==> config.mk <==
export PLATFORM = sky130hd
export DESIGN_NAME = instr_fetch_stage_flat
export DESIGN_NICKNAME = d
export VERILOG_FILES = /design/src/rtl/cpu_pkg.sv /design/src/rtl/instr_fetch_stage_if.sv /design/src/rtl/pc_counter.sv /design/src/rtl/instr_fetch_stage.sv /design/src/flat_wrapper.sv
export SDC_FILE = /design/constraint.sdc
export NUM_CORES = 1
export LEC_CHECK = 0
export CORE_ASPECT_RATIO = 1.2
export CORE_MARGIN = 5
export CORE_UTILIZATION = 38
export DETAILED_ROUTE_END_ITERATION = 10
export GPL_TIMING_DRIVEN = 0
export PLACE_DENSITY_LB_ADDON = 0.05
export SKIP_LAST_GASP = 1
export SYNTH_ARGS = -nofsm -noshare
export SYNTH_HDL_FRONTEND = slang
export SYNTH_SLANG_ARGS = --single-unit
==> constraint.sdc <==
create_clock -name clk -period 1.8 [get_ports clk]
set_input_delay 0.45 -clock clk [delete_from_list [all_inputs] [get_ports clk]]
set_output_delay 0.45 -clock clk [all_outputs]
set_load 0.02 [all_outputs]
==> src/rtl/cpu_pkg.sv <==
// cpu_pkg: opcodes, instruction field positions and fetch states shared by fetch, decode and the sign extender
package cpu_pkg;
    localparam logic [3:0] OP_ADD  = 4'h0;
    localparam logic [3:0] OP_SUB  = 4'h1;
    localparam logic [3:0] OP_AND  = 4'h2;
    localparam logic [3:0] OP_OR   = 4'h3;
    localparam logic [3:0] OP_ADDI = 4'h4;
    localparam logic [3:0] OP_LD   = 4'h8;
    localparam logic [3:0] OP_ST   = 4'h9;
    localparam logic [3:0] OP_BEQ  = 4'hC;
    localparam logic [3:0] OP_HALT = 4'hF;

    localparam int OPC_HI = 15;
    localparam int OPC_LO = 12;
    localparam int RD_HI  = 11;
    localparam int RD_LO  = 8;
    localparam int RS_HI  = 7;
    localparam int RS_LO  = 4;
    localparam int IMM_HI = 3;
    localparam int IMM_LO = 0;

    typedef enum logic [1:0] {FETCH, HOLD, HALTED} fetch_state_t;
endpackage

==> src/rtl/instr_fetch_stage_if.sv <==
// instr_fetch_stage_if: req/ready instruction-memory bus between the fetch stage (master) and memory (slave)
interface instr_fetch_stage_if #(
    parameter int PC_WIDTH    = 16,
    parameter int INSTR_WIDTH = 16
);
    logic                   imem_req;
    logic [PC_WIDTH-1:0]    imem_addr;
    logic                   imem_ready;
    logic [INSTR_WIDTH-1:0] imem_rdata;

    modport master(output imem_req, imem_addr, input imem_ready, imem_rdata);
    modport slave(input imem_req, imem_addr, output imem_ready, imem_rdata);
endinterface

==> src/rtl/pc_counter.sv <==
// pc_counter: program counter with branch load, increment on capture, and async reset to RESET_PC
module pc_counter #(
    parameter int                  PC_WIDTH = 16,
    parameter logic [PC_WIDTH-1:0] RESET_PC = '0
) (
    input  logic                clk,
    input  logic                rst,
    input  logic                load,
    input  logic                inc,
    input  logic [PC_WIDTH-1:0] target,
    output logic [PC_WIDTH-1:0] pc
);
    always_ff @(posedge clk or posedge rst)
        if (rst) pc <= RESET_PC;
        else if (load) pc <= target;
        else if (inc) pc <= pc + 1'b1;
endmodule

==> src/rtl/instr_fetch_stage.sv <==
// instr_fetch_stage: PC, imem req/ready handshake, IR capture and field split with stall, branch flush and HALT
module instr_fetch_stage
    import cpu_pkg::*;
#(
    parameter int                  PC_WIDTH    = 16,
    parameter int                  INSTR_WIDTH = 16,
    parameter logic [PC_WIDTH-1:0] RESET_PC    = '0
) (
    input  logic                   clk,
    input  logic                   rst,
    instr_fetch_stage_if.master    imem,
    input  logic                   stall,
    input  logic                   branch_taken,
    input  logic [PC_WIDTH-1:0]    branch_target,
    output logic                   if_valid,
    output logic [INSTR_WIDTH-1:0] if_instr,
    output logic [PC_WIDTH-1:0]    if_pc,
    output logic [3:0]             if_opcode,
    output logic [3:0]             if_rd,
    output logic [3:0]             if_rs,
    output logic [3:0]             if_imm4,
    output logic                   halted
);
    fetch_state_t        state;
    logic [PC_WIDTH-1:0] pc;
    logic                capture;
    logic                consume;
    logic                is_halt;

    // rst is folded in so the request drops the moment reset asserts
    assign imem.imem_req  = (state == FETCH) & (!if_valid | !stall) & !rst;
    assign imem.imem_addr = pc;
    assign capture        = imem.imem_req & imem.imem_ready & !branch_taken;
    assign consume        = if_valid & !stall;
    assign is_halt        = imem.imem_rdata[OPC_HI:OPC_LO] == OP_HALT;

    pc_counter #(.PC_WIDTH(PC_WIDTH), .RESET_PC(RESET_PC)) u_pc (
        .clk    (clk),
        .rst    (rst),
        .load   (branch_taken),
        .inc    (capture),
        .target (branch_target),
        .pc     (pc)
    );

    always_ff @(posedge clk or posedge rst)
        if (rst) begin
            state    <= FETCH;
            if_valid <= 1'b0;
            if_instr <= '0;
            if_pc    <= '0;
            halted   <= 1'b0;
        end else if (branch_taken) begin
            state    <= FETCH;
            if_valid <= 1'b0;
            halted   <= 1'b0;
        end else if (capture) begin
            if_instr <= imem.imem_rdata;
            if_pc    <= pc;
            if_valid <= 1'b1;
            halted   <= is_halt;
            state    <= is_halt ? HALTED : FETCH;
        end else begin
            if (consume) if_valid <= 1'b0;
            if (state != HALTED) state <= (if_valid & stall) ? HOLD : FETCH;
        end

    assign if_opcode = if_instr[OPC_HI:OPC_LO];
    assign if_rd     = if_instr[RD_HI:RD_LO];
    assign if_rs     = if_instr[RS_HI:RS_LO];
    assign if_imm4   = if_instr[IMM_HI:IMM_LO];
endmodule

==> src/flat_wrapper.sv <==
// flat-port wrapper written by rule: the top's interface ports become plain ports
module instr_fetch_stage_flat import cpu_pkg::*;
#(
    parameter int                  PC_WIDTH    = 16,
    parameter int                  INSTR_WIDTH = 16,
    parameter logic [PC_WIDTH-1:0] RESET_PC    = '0
)
  (clk, rst, stall, branch_taken, branch_target, if_valid, if_instr, if_pc, if_opcode, if_rd, if_rs, if_imm4, halted, imem_imem_req, imem_imem_addr, imem_imem_ready, imem_imem_rdata);
  instr_fetch_stage_if #(.PC_WIDTH(PC_WIDTH), .INSTR_WIDTH(INSTR_WIDTH)) imem_i ();
  input  logic clk;
  input  logic rst;
  input  logic stall;
  input  logic branch_taken;
  input  logic [PC_WIDTH-1:0] branch_target;
  output logic if_valid;
  output logic [INSTR_WIDTH-1:0] if_instr;
  output logic [PC_WIDTH-1:0] if_pc;
  output logic [3:0] if_opcode;
  output logic [3:0] if_rd;
  output logic [3:0] if_rs;
  output logic [3:0] if_imm4;
  output logic halted;
  output wire logic [$bits(imem_i.imem_req)-1:0] imem_imem_req;
  output wire logic [$bits(imem_i.imem_addr)-1:0] imem_imem_addr;
  input wire logic [$bits(imem_i.imem_ready)-1:0] imem_imem_ready;
  input wire logic [$bits(imem_i.imem_rdata)-1:0] imem_imem_rdata;
  assign imem_imem_req = imem_i.imem_req;
  assign imem_imem_addr = imem_i.imem_addr;
  assign imem_i.imem_ready = imem_imem_ready;
  assign imem_i.imem_rdata = imem_imem_rdata;
  instr_fetch_stage #(.PC_WIDTH(PC_WIDTH), .INSTR_WIDTH(INSTR_WIDTH), .RESET_PC(RESET_PC)) u_core (.clk(clk), .rst(rst), .imem(imem_i), .stall(stall), .branch_taken(branch_taken), .branch_target(branch_target), .if_valid(if_valid), .if_instr(if_instr), .if_pc(if_pc), .if_opcode(if_opcode), .if_rd(if_rd), .if_rs(if_rs), .if_imm4(if_imm4), .halted(halted));
endmodule
==> impl_metrics.toml <==
[cts]
clockBufferDepth = 2
cts_tree = "built"
root_buffer = "clkbuf_8"
insertion_delay_ns = 0.30
h-tree-depth = 2
clk_pin_slew_ns = 0.09
cts.sinks = 52
cts_buffers = 5
cts_hold_buf = 0

[placed_design]
gp_congestion = 0.740
hpwlAfterDp_mm = 4.55
postPlaceCellArea_mm2 = 0.00358
post-place-ws_ns = -0.914
io_buffers = 103

[global_routing]
overflow = 0
grt_pass1_vias = 2004
grt_max_degree = 39
grt_pass1_wl_mm = 9.94
grt_usage_pct = 15.7
antenna_found_initial = 0

[worst_setup_path]
worstReg2RegStart = "u_core.state[1]$_DFFE_PP0P_"
cp.required_ns = 1.35
worstSetupPathType = "in2out"
startpoint = "stall"
crit_fanout = 3
cp.arrival_ns = 1.39
critPathLaunchType = "primary input"
crit_path_end_kind = "output pin"

[min_path]
hp-class = "in2async"

[floorplan]
die_height_um = 97.1
start_util_pct = 39.5
die-area_mm2 = 0.00803
dieWidth_um = 82.6
io_pins = 104
rows = 31
fp.coreArea_mm2 = 0.00609

[detailed_routing]
ant_nets = 0
vias = 2023
initialDrtViolationCount = 57
via_per_inst = 5.01
drc = 0
first_pass_iters = 4
wl_mm = 6.24
wl_per_cell_um = 15.4

[power_and_ir_drop]
vdd_ir_drop_max_v = 0.000506
p_leak_nw = 1.66
powerDensity_mw_per_mm2 = 1020

[sta]
setup_ws_ns = -0.0350
report.final.setup_viol = 5
finClkSkew_ns = 0.0124
max_freq_mhz = 545
tightest_slew_ns = 0.469
final_max_slew_viol_count = 0
finalHoldViolCount = 0
fin_crit_ns = 1.84
rsz0062_at_grt = "true"
post-route-period-util_pct = 102
relSlewSlack_pct = 68.8

[cells_and_area]
regArea_mm2 = 0.00130
n_antenna_cell = 0
drive_gt1_share_pct = 25.8
final_cell_mix = "clkdlybuf4s50_1 (62), dfrtp_1 (50), dlygate4sd2_1 (34), mux2_2 (32), buf_4 (24)"
multi_input_area_um2 = 997
area_delta_synth_final_pct = 57.3
final_common_cell = "clkdlybuf4s50_1"
nFillCells = 551
fin_area_mm2 = 0.00378
design.final.nets = 359

[synth]
synth.avg_cell_area_um2 = 12.0
synth.area.top_cells = "dfrtp_1 (54%), mux2_2 (15%), buf_4 (5.0%)"
synth_top_cell_by_area = "dfrtp_1"
synth_cells = 201
yosysWarnings = 0
syn_area_mm2 = 0.00240
ys_types = 31
ys_seq_area_share_pct = 54.1
synth_fp_nets = 239
yosys_most_used_dff = "dfrtp_1"
ys_seq_elements = 52
synth_top_cell_area_share_pct = 54.1
synth_edf_count = 0
synthArstFlopShare_pct = 100

[job]
drv_cap = 0

[outcome]
status = "finished with violations"
violations = "negative setup slack"
==> metrics by stage <==
step / power (mW) / setup TNS [ns] / hold WS, ns / std cells / util [%]
final: 3.87 / -0.0965 / 0.362 / 404 / 62.1
after global placement: 3.06 / -90.40 / 0.487 / 386 / 58.4
after CTS: 3.91 / -0.112 / 0.357 / 402 / 61.6
after global routing: 4.06 / -1.11 / 0.366 / 404 / 62.1
after floorplan: 2.31 / -5.25 / 0.570 / 201 / -
after detailed placement: 3.09 / -31.46 / 0.492 / 387 / 58.7
==> cell usage after synthesis, types with 2 or more instances <==
library cell,number
mux2_2,32
o211ai_1,3
xor2_1,6
inv_1,2
dfrtp_1,52
nand2_1,18
buf_2,3
or3_1,2
a21oi_1,3
or2_2,2
clkbuf_1,3
and4_1,2
o31ai_1,4
a31oi_1,6
nand4_1,6
o21ai_0,9
and3_1,2
buf_4,16
or4_1,6
nand3_1,8
nor2_1,6
==> final timing paths <==
| check | end | slack [ns] | depth (start not counted) |
|---|---|---|---|
| setup reg to reg | u_core.u_pc.pc[11]$_DFFE_PP0P_ | 0 | 5 |
| hold reg to reg | u_core.if_pc[11]$_DFFE_PP0P_ | 0.51 | 1 |
| hold / removal | u_core.if_pc[1]$_DFFE_PP0P_ | 0.36 | 2 |
| max in group asynchronous | u_core.if_instr[1]$_DFFE_PP0P_ | 0.92 | 3 |
| setup / recovery | imem_imem_req | -0.04 | 3 |
| min in group clk | u_core.if_pc[11]$_DFFE_PP0P_ | 0.51 | 1 |
==> power by group <==
| group | total (mW) | switching (mW) | internal [mW] |
|---|---|---|---|
| clock | 0.877 | 0.385 | 0.491 |
| combinational | 1.45 | 0.683 | 0.770 |
| sequential | 1.54 | 0.158 | 1.38 |
==> worst max-delay path: stages <==
cell and delay, ns:
dlygate4sd2_1 0.30, a2111oi_4 0.43, buf_4 0.21
==> registers in the layout, indices dropped and copies added, names as in the netlist <==
signal,cells
u_core.if_instr,16
u_core.u_pc.pc,16
u_core.if_valid,1
u_core.halted,1
u_core.state,2
u_core.if_pc,16
==> logic make-up after synthesis <==
group,Yosys count,share of synthesized area (%)
buf+inv,24,6.40
xor+xnor,6,2.19
fa+ha+maj,1,0.520
flops,52,54.1
simple gates,57,13.3
compound gates,28,8.06
mux,33,15.4
==> timing repair <==
| item | in CTS | in global routing |
|---|---|---|
| pin swaps | 6 | 5 |
| gates cloned | 1 | 0 |
| gates resized for setup | 49 | 10 |
| setup buffers | 6 | 2 |
| setup endpoints to repair | 80 | 48 |
==> layout make-up <==
| cell class | instances | share of cell area, % |
|---|---|---|
| clock inverters | 1 | 0.794 |
| plain buffers | 22 | 4.46 |
| inverters | 2 | 0.198 |
| clock buffers | 7 | 2.55 |
| repair buffers | 112 | 28.5 |
| flip-flops and latches | 52 | 34.5 |
| multi-input cells | 126 | 26.4 |
| well taps | 82 | 2.71 |
==> routing by layer <==
layer	global-route usage (%)	part of all wire, %
met5	0	0
met4	3.77	0.82
met3	4.27	6.2
met2	26.4	52
met1	19.7	41
(Power assumes the default switching activity.)
